`config.mk`:
```
export PLATFORM = sky130hd
export DESIGN_NAME = cdb_arbiter
export DESIGN_NICKNAME = d
export VERILOG_FILES = /design/src/rtl/cdb_arbiter.sv
export SDC_FILE = /design/constraint.sdc
export NUM_CORES = 1
export LEC_CHECK = 0
export CORE_AREA = 10 10 242 221
export CTS_BUF_LIST = sky130_fd_sc_hd__clkbuf_16
export DETAILED_ROUTE_END_ITERATION = 10
export DIE_AREA = 0 0 252 231
export GPL_TIMING_DRIVEN = 0
export PLACE_DENSITY_LB_ADDON = 0.3
export SYNTH_ARGS = -nofsm -noshare
export SYNTH_HDL_FRONTEND = slang
export SYNTH_SLANG_ARGS = --single-unit
```
`constraint.sdc`:
```
create_clock -name clock -period 17.4 [get_ports clock]
set_input_delay 1.74 -clock clock [delete_from_list [all_inputs] [get_ports clock]]
set_output_delay 1.74 -clock clock [all_outputs]
set_load 0.02 [all_outputs]
```
`src/rtl/cdb_arbiter.sv`:
```
// cdb_arbiter: common-data-bus arbiter between functional-unit results and
// the CDB / ROB completion ports.
//   Each source owns a one-entry hold register. Up to N held results are
//   broadcast per cycle. The scan starts at rr_ptr and wraps round-robin.
//   Ports:
//     clock, reset                 clock, synchronous active-high reset
//     squash                       drop every held result and any incoming one
//     src_valid/prn/value/robn     per-source result inputs
//     src_ready                    hold slot can take a result this cycle
//     cdb_valid/prn/value/robn     N broadcast slots; unused slots are all-zero
//     grant_cnt                    number of occupied broadcast slots

// cdb_hold_slot: one-entry result register for a single source.
//   load  : capture din. A load wins over clear, so a granted slot can be
//           refilled at the same edge.
//   clear : the entry was granted this cycle.
//   squash: flush. It overrides both load and clear.
module cdb_hold_slot #(
  parameter int PRN_W  = 6,
  parameter int DATA_W = 32,
  parameter int ROBN_W = 5
) (
  input  logic              clock,
  input  logic              reset,
  input  logic              squash,
  input  logic              load,
  input  logic              clear,
  input  logic [PRN_W-1:0]  din_prn,
  input  logic [DATA_W-1:0] din_value,
  input  logic [ROBN_W-1:0] din_robn,
  output logic              valid,
  output logic [PRN_W-1:0]  prn,
  output logic [DATA_W-1:0] value,
  output logic [ROBN_W-1:0] robn
);
  logic              valid_d, valid_q;
  logic [PRN_W-1:0]  prn_d, prn_q;
  logic [DATA_W-1:0] value_d, value_q;
  logic [ROBN_W-1:0] robn_d, robn_q;

  always_comb begin
    valid_d = valid_q;
    prn_d   = prn_q;
    value_d = value_q;
    robn_d  = robn_q;
    if (squash)     valid_d = 1'b0;
    else if (load)  valid_d = 1'b1;
    else if (clear) valid_d = 1'b0;
    if (load && !squash) begin
      prn_d   = din_prn;
      value_d = din_value;
      robn_d  = din_robn;
    end
  end

  always_ff @(posedge clock) begin
    if (reset) begin
      valid_q <= 1'b0;
      prn_q   <= '0;
      value_q <= '0;
      robn_q  <= '0;
    end else begin
      valid_q <= valid_d;
      prn_q   <= prn_d;
      value_q <= value_d;
      robn_q  <= robn_d;
    end
  end

  assign valid = valid_q;
  assign prn   = prn_q;
  assign value = value_q;
  assign robn  = robn_q;
endmodule

module cdb_arbiter #(
  parameter int N       = 2,
  parameter int NUM_SRC = 8,
  parameter int PRN_W   = 6,
  parameter int DATA_W  = 32,
  parameter int ROBN_W  = 5,
  localparam int CNT_W  = $clog2(N + 1)
) (
  input  logic                             clock,
  input  logic                             reset,
  input  logic                             squash,
  input  logic [NUM_SRC-1:0]               src_valid,
  input  logic [NUM_SRC-1:0][PRN_W-1:0]    src_prn,
  input  logic [NUM_SRC-1:0][DATA_W-1:0]   src_value,
  input  logic [NUM_SRC-1:0][ROBN_W-1:0]   src_robn,
  output logic [NUM_SRC-1:0]               src_ready,
  output logic [N-1:0]                     cdb_valid,
  output logic [N-1:0][PRN_W-1:0]          cdb_prn,
  output logic [N-1:0][DATA_W-1:0]         cdb_value,
  output logic [N-1:0][ROBN_W-1:0]         cdb_robn,
  output logic [CNT_W-1:0]                 grant_cnt
);
  localparam int PTR_W  = (NUM_SRC > 1) ? $clog2(NUM_SRC) : 1;
  localparam int RANK_W = $clog2(NUM_SRC + 1);

  logic [NUM_SRC-1:0]               hold_vld, granted, accept;
  logic [NUM_SRC-1:0][PRN_W-1:0]    hold_prn;
  logic [NUM_SRC-1:0][DATA_W-1:0]   hold_value;
  logic [NUM_SRC-1:0][ROBN_W-1:0]   hold_robn;
  logic [NUM_SRC-1:0][PTR_W-1:0]    pos;
  logic [NUM_SRC-1:0][RANK_W-1:0]   rank;
  logic [PTR_W-1:0]                 rr_ptr_d, rr_ptr_q;
  logic [PTR_W-1:0]                 last_pos;
  int                               last_src;

  assign src_ready = ~hold_vld | granted;
  assign accept    = src_valid & src_ready;

  for (genvar g = 0; g < NUM_SRC; g++) begin : g_slot
    cdb_hold_slot #(.PRN_W(PRN_W), .DATA_W(DATA_W), .ROBN_W(ROBN_W)) u_slot (
      .clock     (clock),
      .reset     (reset),
      .squash    (squash),
      .load      (accept[g]),
      .clear     (granted[g]),
      .din_prn   (src_prn[g]),
      .din_value (src_value[g]),
      .din_robn  (src_robn[g]),
      .valid     (hold_vld[g]),
      .prn       (hold_prn[g]),
      .value     (hold_value[g]),
      .robn      (hold_robn[g])
    );
  end

  // Each source's scan position relative to rr_ptr. Its rank is the number
  // of held entries scanned before it, so sources with rank < N win, and a
  // winner's rank is its CDB slot. All indexing stays on constant loop indices.
  always_comb begin
    for (int s = 0; s < NUM_SRC; s++) begin
      int d;
      d = s - int'(rr_ptr_q);
      if (d < 0) d = d + NUM_SRC;
      pos[s] = PTR_W'(d);
    end
    for (int s = 0; s < NUM_SRC; s++) begin
      rank[s] = '0;
      for (int t = 0; t < NUM_SRC; t++)
        if (hold_vld[t] && (pos[t] < pos[s])) rank[s] = rank[s] + RANK_W'(1);
      granted[s] = hold_vld[s] && (int'(rank[s]) < N);
    end
  end

  always_comb begin
    cdb_valid = '0;
    cdb_prn   = '0;
    cdb_value = '0;
    cdb_robn  = '0;
    grant_cnt = '0;
    last_pos  = '0;
    last_src  = 0;
    for (int s = 0; s < NUM_SRC; s++) begin
      if (granted[s]) begin
        grant_cnt = grant_cnt + CNT_W'(1);
        if (pos[s] >= last_pos) begin
          last_pos = pos[s];
          last_src = s;
        end
      end
    end
    for (int k = 0; k < N; k++) begin
      for (int s = 0; s < NUM_SRC; s++) begin
        if (granted[s] && (int'(rank[s]) == k)) begin
          cdb_valid[k] = 1'b1;
          cdb_prn[k]   = hold_prn[s];
          cdb_value[k] = hold_value[s];
          cdb_robn[k]  = hold_robn[s];
        end
      end
    end
  end

  // Next scan begins just past the last winner.
  always_comb begin
    rr_ptr_d = rr_ptr_q;
    if (squash)
      rr_ptr_d = '0;
    else if (grant_cnt != '0)
      rr_ptr_d = (last_src == NUM_SRC - 1) ? '0 : PTR_W'(last_src + 1);
  end

  always_ff @(posedge clock) begin
    if (reset) rr_ptr_q <= '0;
    else       rr_ptr_q <= rr_ptr_d;
  end
endmodule

```
Yosys cells after proc, flatten, opt, wreduce, memory -nomap -nowiden
Index checks and enable logic that the tools add are counted.

storage, ports and cells
  output and inout bits = 98
  input port bits = 355
  word-level logic and storage cells = 517
  flip-flop bits (word level) = 355

operators by class
  $add $sub $neg = 80
  multiplexer cells = 189
  magnitude comparators = 88
  eq/ne operators = 9
  bitwise operators = 3
  reductions and logical operators = 115

operators by type and width
  operator               count
  $mux W32               28
  $add A4 B1 Y4 const B  56
  $mux W4                56
  $lt A3 B3 Y1           64
  $logic_and A1 B1 Y1    96
  $mux W6                16
  $mux W5                16
  $mux W3                23
  $mux W1                43
  $eq A32 B4 Y1 const B  1
  $eq A4 B2 Y1 const B   8
  $logic_not A4 Y1       8
  $lt A4 B1 Y1 const B   8
  $lt A4 B2 Y1 const B   8
  $add A3 B1 Y3 const B  8
  $ge A3 B3 Y1           7
  $reduce_bool A2 Y1     9
  $sub A3 B3 Y4 const A  4
  $add A2 B1 Y2 const B  7
  $mux W2                7
  $and A8 B8 Y8          1
  $not A8 Y8             1
  $or A8 B8 Y8           1
  $sub A1 B3 Y4 const A  2
  5 further kinds        6

Depth between registers and ports, before layout
Gate-level depths: netlist (run 1).

  depth after elaboration = 46
  mapped depth = 79
  depth with buffers taken out = 76

Hierarchy
Synthesis (run 1) repeated with hierarchy kept, for this count alone.

second synthesis, totals
  cells, all modules = 3094
  area, all modules = 27422.6 um2

by module, submodules not included
  module         sequential area each (um2)  cells an instance  area an instance (um2)  instances
  cdb_hold_slot  880.8                       198                2098.3                  8
  cdb_arbiter    60.1                        1510               10636.5                 1

Least setup slack after synthesis (run 1)
Ideal clock, no wire load.

  path kind = register to register
  start = register rr_ptr_q[0]
  end = register rr_ptr_q[0]
  arrival = 14.525 ns
  path buffers = 3
  setup time = 0.092 ns
  period minus slack after synthesis = 14.618 ns
  setup slack = 2.782 ns
  required time = 17.308 ns
  stages on the path, launching flop included = 78
  cells stage by stage = dfxtp_1 > buf_2 > inv_1 > ha_1 > clkbuf_1 > inv_1 > ha_1 > nand3b_1 > inv_1 > ha_1 > xnor2_1 > ha_1 > mux2i_1 > mux2i_1 > xor2_1 > mux2_2 > ha_1 > nor2_1 > (+42 left out) > ha_1 > nand2b_1 > a21o_1 > a21oi_1 > nor2_1 > inv_1 > nor2_1 > a221o_1 > ha_1 > nand2b_1 > a21o_1 > a21oi_1 > nor2_1 > a311o_1 > ha_1 > ha_1 > or4_1 > o32ai_1

on the way
  word-level cells in the longest chain between the ends = 46
  elaborated cells on any way between the ends = 351
  classes of those cells = add/sub: 80; order compare: 88; eq/ne: 1; mux: 109; reduce/logical: 73

ends and longest elaborated chain
  what                                                   RTL line  RTL
  start, declared                                        107       logic [PTR_W-1:0] rr_ptr_d, rr_ptr_q;
  start signal, assigned                                 189       else rr_ptr_q <= rr_ptr_d;
  $sub A1 B3 Y4                                          137       d = s - int'(rr_ptr_q);
  $lt A4 B1 Y1 / $add A3 B1 Y3 (equally long branches)   138       if (d < 0) d = d + NUM_SRC;
  $mux W3                                                138
  $lt A3 B3 Y1                                           144       if (hold_vld[t] && (pos[t] < pos[s])) rank[s] = rank[s] + RANK_W'(1);
  $logic_and A1 B1 Y1                                    144
  $mux W1                                                144
  $add A4 B1 Y4                                          144
  $mux W4                                                144
  (+30 left out)                                         -
  $ge A3 B3 Y1                                           160       if (pos[s] >= last_pos) begin
  $mux W3                                                160
  $mux W3                                                158       if (granted[s]) begin
  $ge A3 B3 Y1                                           160
  $mux W32                                               160
  $mux W32                                               158
  $add A3 B2 Y3 / $eq A32 B4 Y1 (equally long branches)  184       rr_ptr_d = (last_src == NUM_SRC - 1) ? '0 : PTR_W'(last_src + 1);
  $mux W3                                                184

Several ways; a longest one is shown, not always the timed one.
A chain may end at the register's enable or synchronous reset.

Final worst setup path (run 1)
  start = register rr_ptr_q[1]
  end = register rr_ptr_q[0]

Same word-level chain as after synthesis.

==> results of run 1 <==
-- registers in the layout (all words and copies together), names as in the netlist --
name,cells
g_slot.u_slot.robn,40
g_slot.u_slot.value,256
rr_ptr_q,3
g_slot.u_slot.prn,48
g_slot.u_slot.valid,8
-- final cells by class --
| class | instances | area share |
|---|---|---|
| Multi-Input combinational cell | 2624 | 0.5074 |
| Sequential cell | 355 | 0.2324 |
| Timing Repair Buffer | 463 | 0.1504 |
| Buffer | 264 | 0.03402 |
| Clock buffer | 37 | 0.03026 |
| Tap cell | 632 | 0.02585 |
| Inverter | 79 | 0.01006 |
| Clock inverter | 27 | 0.008792 |
| Antenna cell | 9 | 0.0007361 |
-- repair_timing --
action | in CTS | in global routing
setup endpoints to repair | 0 | 3
hold buffers | 0 | 0
setup buffers | 0 | 11
gates resized for setup | 0 | 21
-- worst reg2reg max path: cells and delay by family, from the launching register on --
family,cells,cell delay [ns]
simple gates,23,3.56
compound gates,23,4.30
mux,7,1.89
xor+xnor,2,0.32
flops,1,0.42
fa+ha+maj,15,4.31
buf+inv,8,1.47
-- path summary, 6_finish.rpt --
path | endpoint | from | depth (start not counted)
worst max-delay path | rr_ptr_q[0] | rr_ptr_q[1] | 78
worst min-delay path | g_slot[4].u_slot.value[15] | g_slot[4].u_slot.value[15] | 2
worst max register to register | rr_ptr_q[0] | rr_ptr_q[1] | 78
worst min register to register | g_slot[4].u_slot.value[15] | g_slot[4].u_slot.value[15] | 2
-- kinds of logic (layout without fill, tap and decap cells) --
logic type	after synthesis	in the layout	synth area share
simple gates	1446	1446	0.2618
mux	72	72	0.03072
other cells	0	9	0
buf+inv	343	870	0.05562
xor+xnor	83	83	0.04045
flops	355	355	0.2972
compound gates	934	934	0.2677
fa+ha+maj	89	89	0.04647
-- routing by layer --
layer	GRT usage	vias to the layer above	share of wire
met5	0	-	0.0012
met2	0.5233	2060	0.40
li1	-	12770	-
met4	0.09499	20	0.030
met3	0.1178	208	0.16
met1	0.5150	12930	0.41
-- power by group --
group / internal, uW / switching [uW] / leakage, uW
Sequential: 854 / 43.0 / 0.00290
Combinational: 383 / 621 / 0.00826
Clock: 463 / 357 / 0.000599
-- layout by cell type, fill, tap and decap left out, types with 37 or more instances in the layout --
cell,Yosys,routed
a21oi_1,420,419
a221o_1,45,45
a22oi_1,86,86
a311oi_1,44,44
and3_1,55,55
clkbuf_1,229,227
clkbuf_16,0,37
clkdlybuf4s50_1,0,451
dfxtp_1,355,353
ha_1,88,88
inv_1,76,79
mux2i_1,61,59
nand2_1,866,866
nand3_1,73,73
nor2_1,243,243
o211a_1,49,49
o211ai_1,61,61
o221ai_1,45,45
o31ai_1,51,51
or3_1,47,47
xnor2_1,43,43
-- stage by stage --
stage                     utilization  hold WS (ns)  instances  TNS [ns]  instance area (um2)
after CTS                      0.6265        0.4700       4470         0                30420
after floorplan                     -        0.4452       3322         0                23910
final                          0.6301        0.4696       4490         0                30600
after global routing           0.6297        0.4903       4483  -0.01429                30580
after detailed placement       0.6019        0.4612       4406         0                29230
after global placement         0.6017        0.4536       4405         0                29220
==> results.toml, run 1 <==
[status]
status = "finished, final reports clean"

[grt]
grt_util_all_layers = 0.3651
antenna_found_initial = 18
grt_pass1_wl_mm = 162.0
first_global_vias = 25090
grt_max_degree = 16
overflow = 0

[synth]
synth_common_cells = "nand2_1, a21oi_1, dfxtp_1"
ys_top_cells_by_area = "dfxtp_1, nand2_1, a21oi_1"
postSynthCellCount = 3322
synth_fp_nets = 3765
synth_top_area_frac = 0.2972
ys.warnings.count = 0
avgSynthCellArea_um2 = 7.198
post_synth_instance_area_um2 = 23910
ys_ff_latch = 355
yosysSeqAreaShare = 0.2972
synth_most_common_cell = "nand2_1"
synth_edf_count = 0
synth_flop_cell = "dfxtp_1"
synth_top_cell_by_area = "dfxtp_1"
synth.distinct_cells = 107
async_flop_share = 0

[drt]
viasPerCell = 6.235
drc = 0
first_iter_violations = 4179
wirelength_mm = 112.8
drt.antenna.violating_nets = 0
route.vias.total = 27990
wl_per_cell_um = 25.12
dr.pass1.iters = 6

[timing]
finClkSkew_ns = 0.01018
setup_ws_ns = 1.020
tightest_slew_ns = 1.472
fmax_mhz = 61.05
min_period_ns = 16.38
hold_viol_final = 0
slew_headroom = 0.01649
setup_viol_count_final = 0
slew_viol_final = 0
fin_crit_sh = 0.9414

[placement]
dp_hpwl_mm = 91.56
gp_congestion = 1.043
io_buffers = 451
dp_slack_ns = 0.1683

[clock_network]
htreeDepth = 2
clkSinkCount = 355
clock_tree.root_cell = "clkbuf_16"
cts_tree = "done"
clk_latency_ns = 0.54
clk_transition_reported_paths_ns = 0.07
cts_buffers = 36
cts.path.max_buffers = 3

[finish]
syn_to_final_growth_pct = 27.95
nets = 4266
multi_input_area_um2 = 15520
regArea_um2 = 7112
nFillCells = 4416
drive_gt1_frac = 0.04651

[critical_path]
cp_common_cell = "ha_1"
cpMaxStageDelayCell = "or4_1"
cp.buffers_inverters = 8
worst_setup_path_start_kind = "register"
cp_top_family = "adder cells"
end_kind = "register"
critical_path_arrival_ns = 16.83
required_ns = 17.85
slowest_delay_ns = 0.52
path_class = "reg -> reg"
r2r_slack_ns = 1.02
cp_max_fo = 10

[die]
die_area_um2 = 58210
rows = 77
coreArea_um2 = 48560
initial_utilization = 0.4925
io_pins = 453
fp.dieW_um = 252
chipHeight_um = 231

[power]
power_density_nw_per_um2 = 88.90
vdd_drop_max_mv = 0.08994
p_leak_uw = 0.01177
total_power_uw = 2720

[hold_path]
hp-class = "reg -> reg"

[job]
drv_cap = 0
No activity file was read; power rests on OpenSTA's default activity.
==> run 2: changes to the inputs <==
--- a/config.mk
+++ b/config.mk
@@ -11,6 +11,7 @@
 export DIE_AREA = 0 0 252 231
 export GPL_TIMING_DRIVEN = 0
 export PLACE_DENSITY_LB_ADDON = 0.3
+export SKIP_CTS_REPAIR_TIMING = 1
 export SYNTH_ARGS = -nofsm -noshare
 export SYNTH_HDL_FRONTEND = slang
 export SYNTH_SLANG_ARGS = --single-unit
==> results of run 2 <==
Final layout, timing and power as in run 1 (identical DEF).
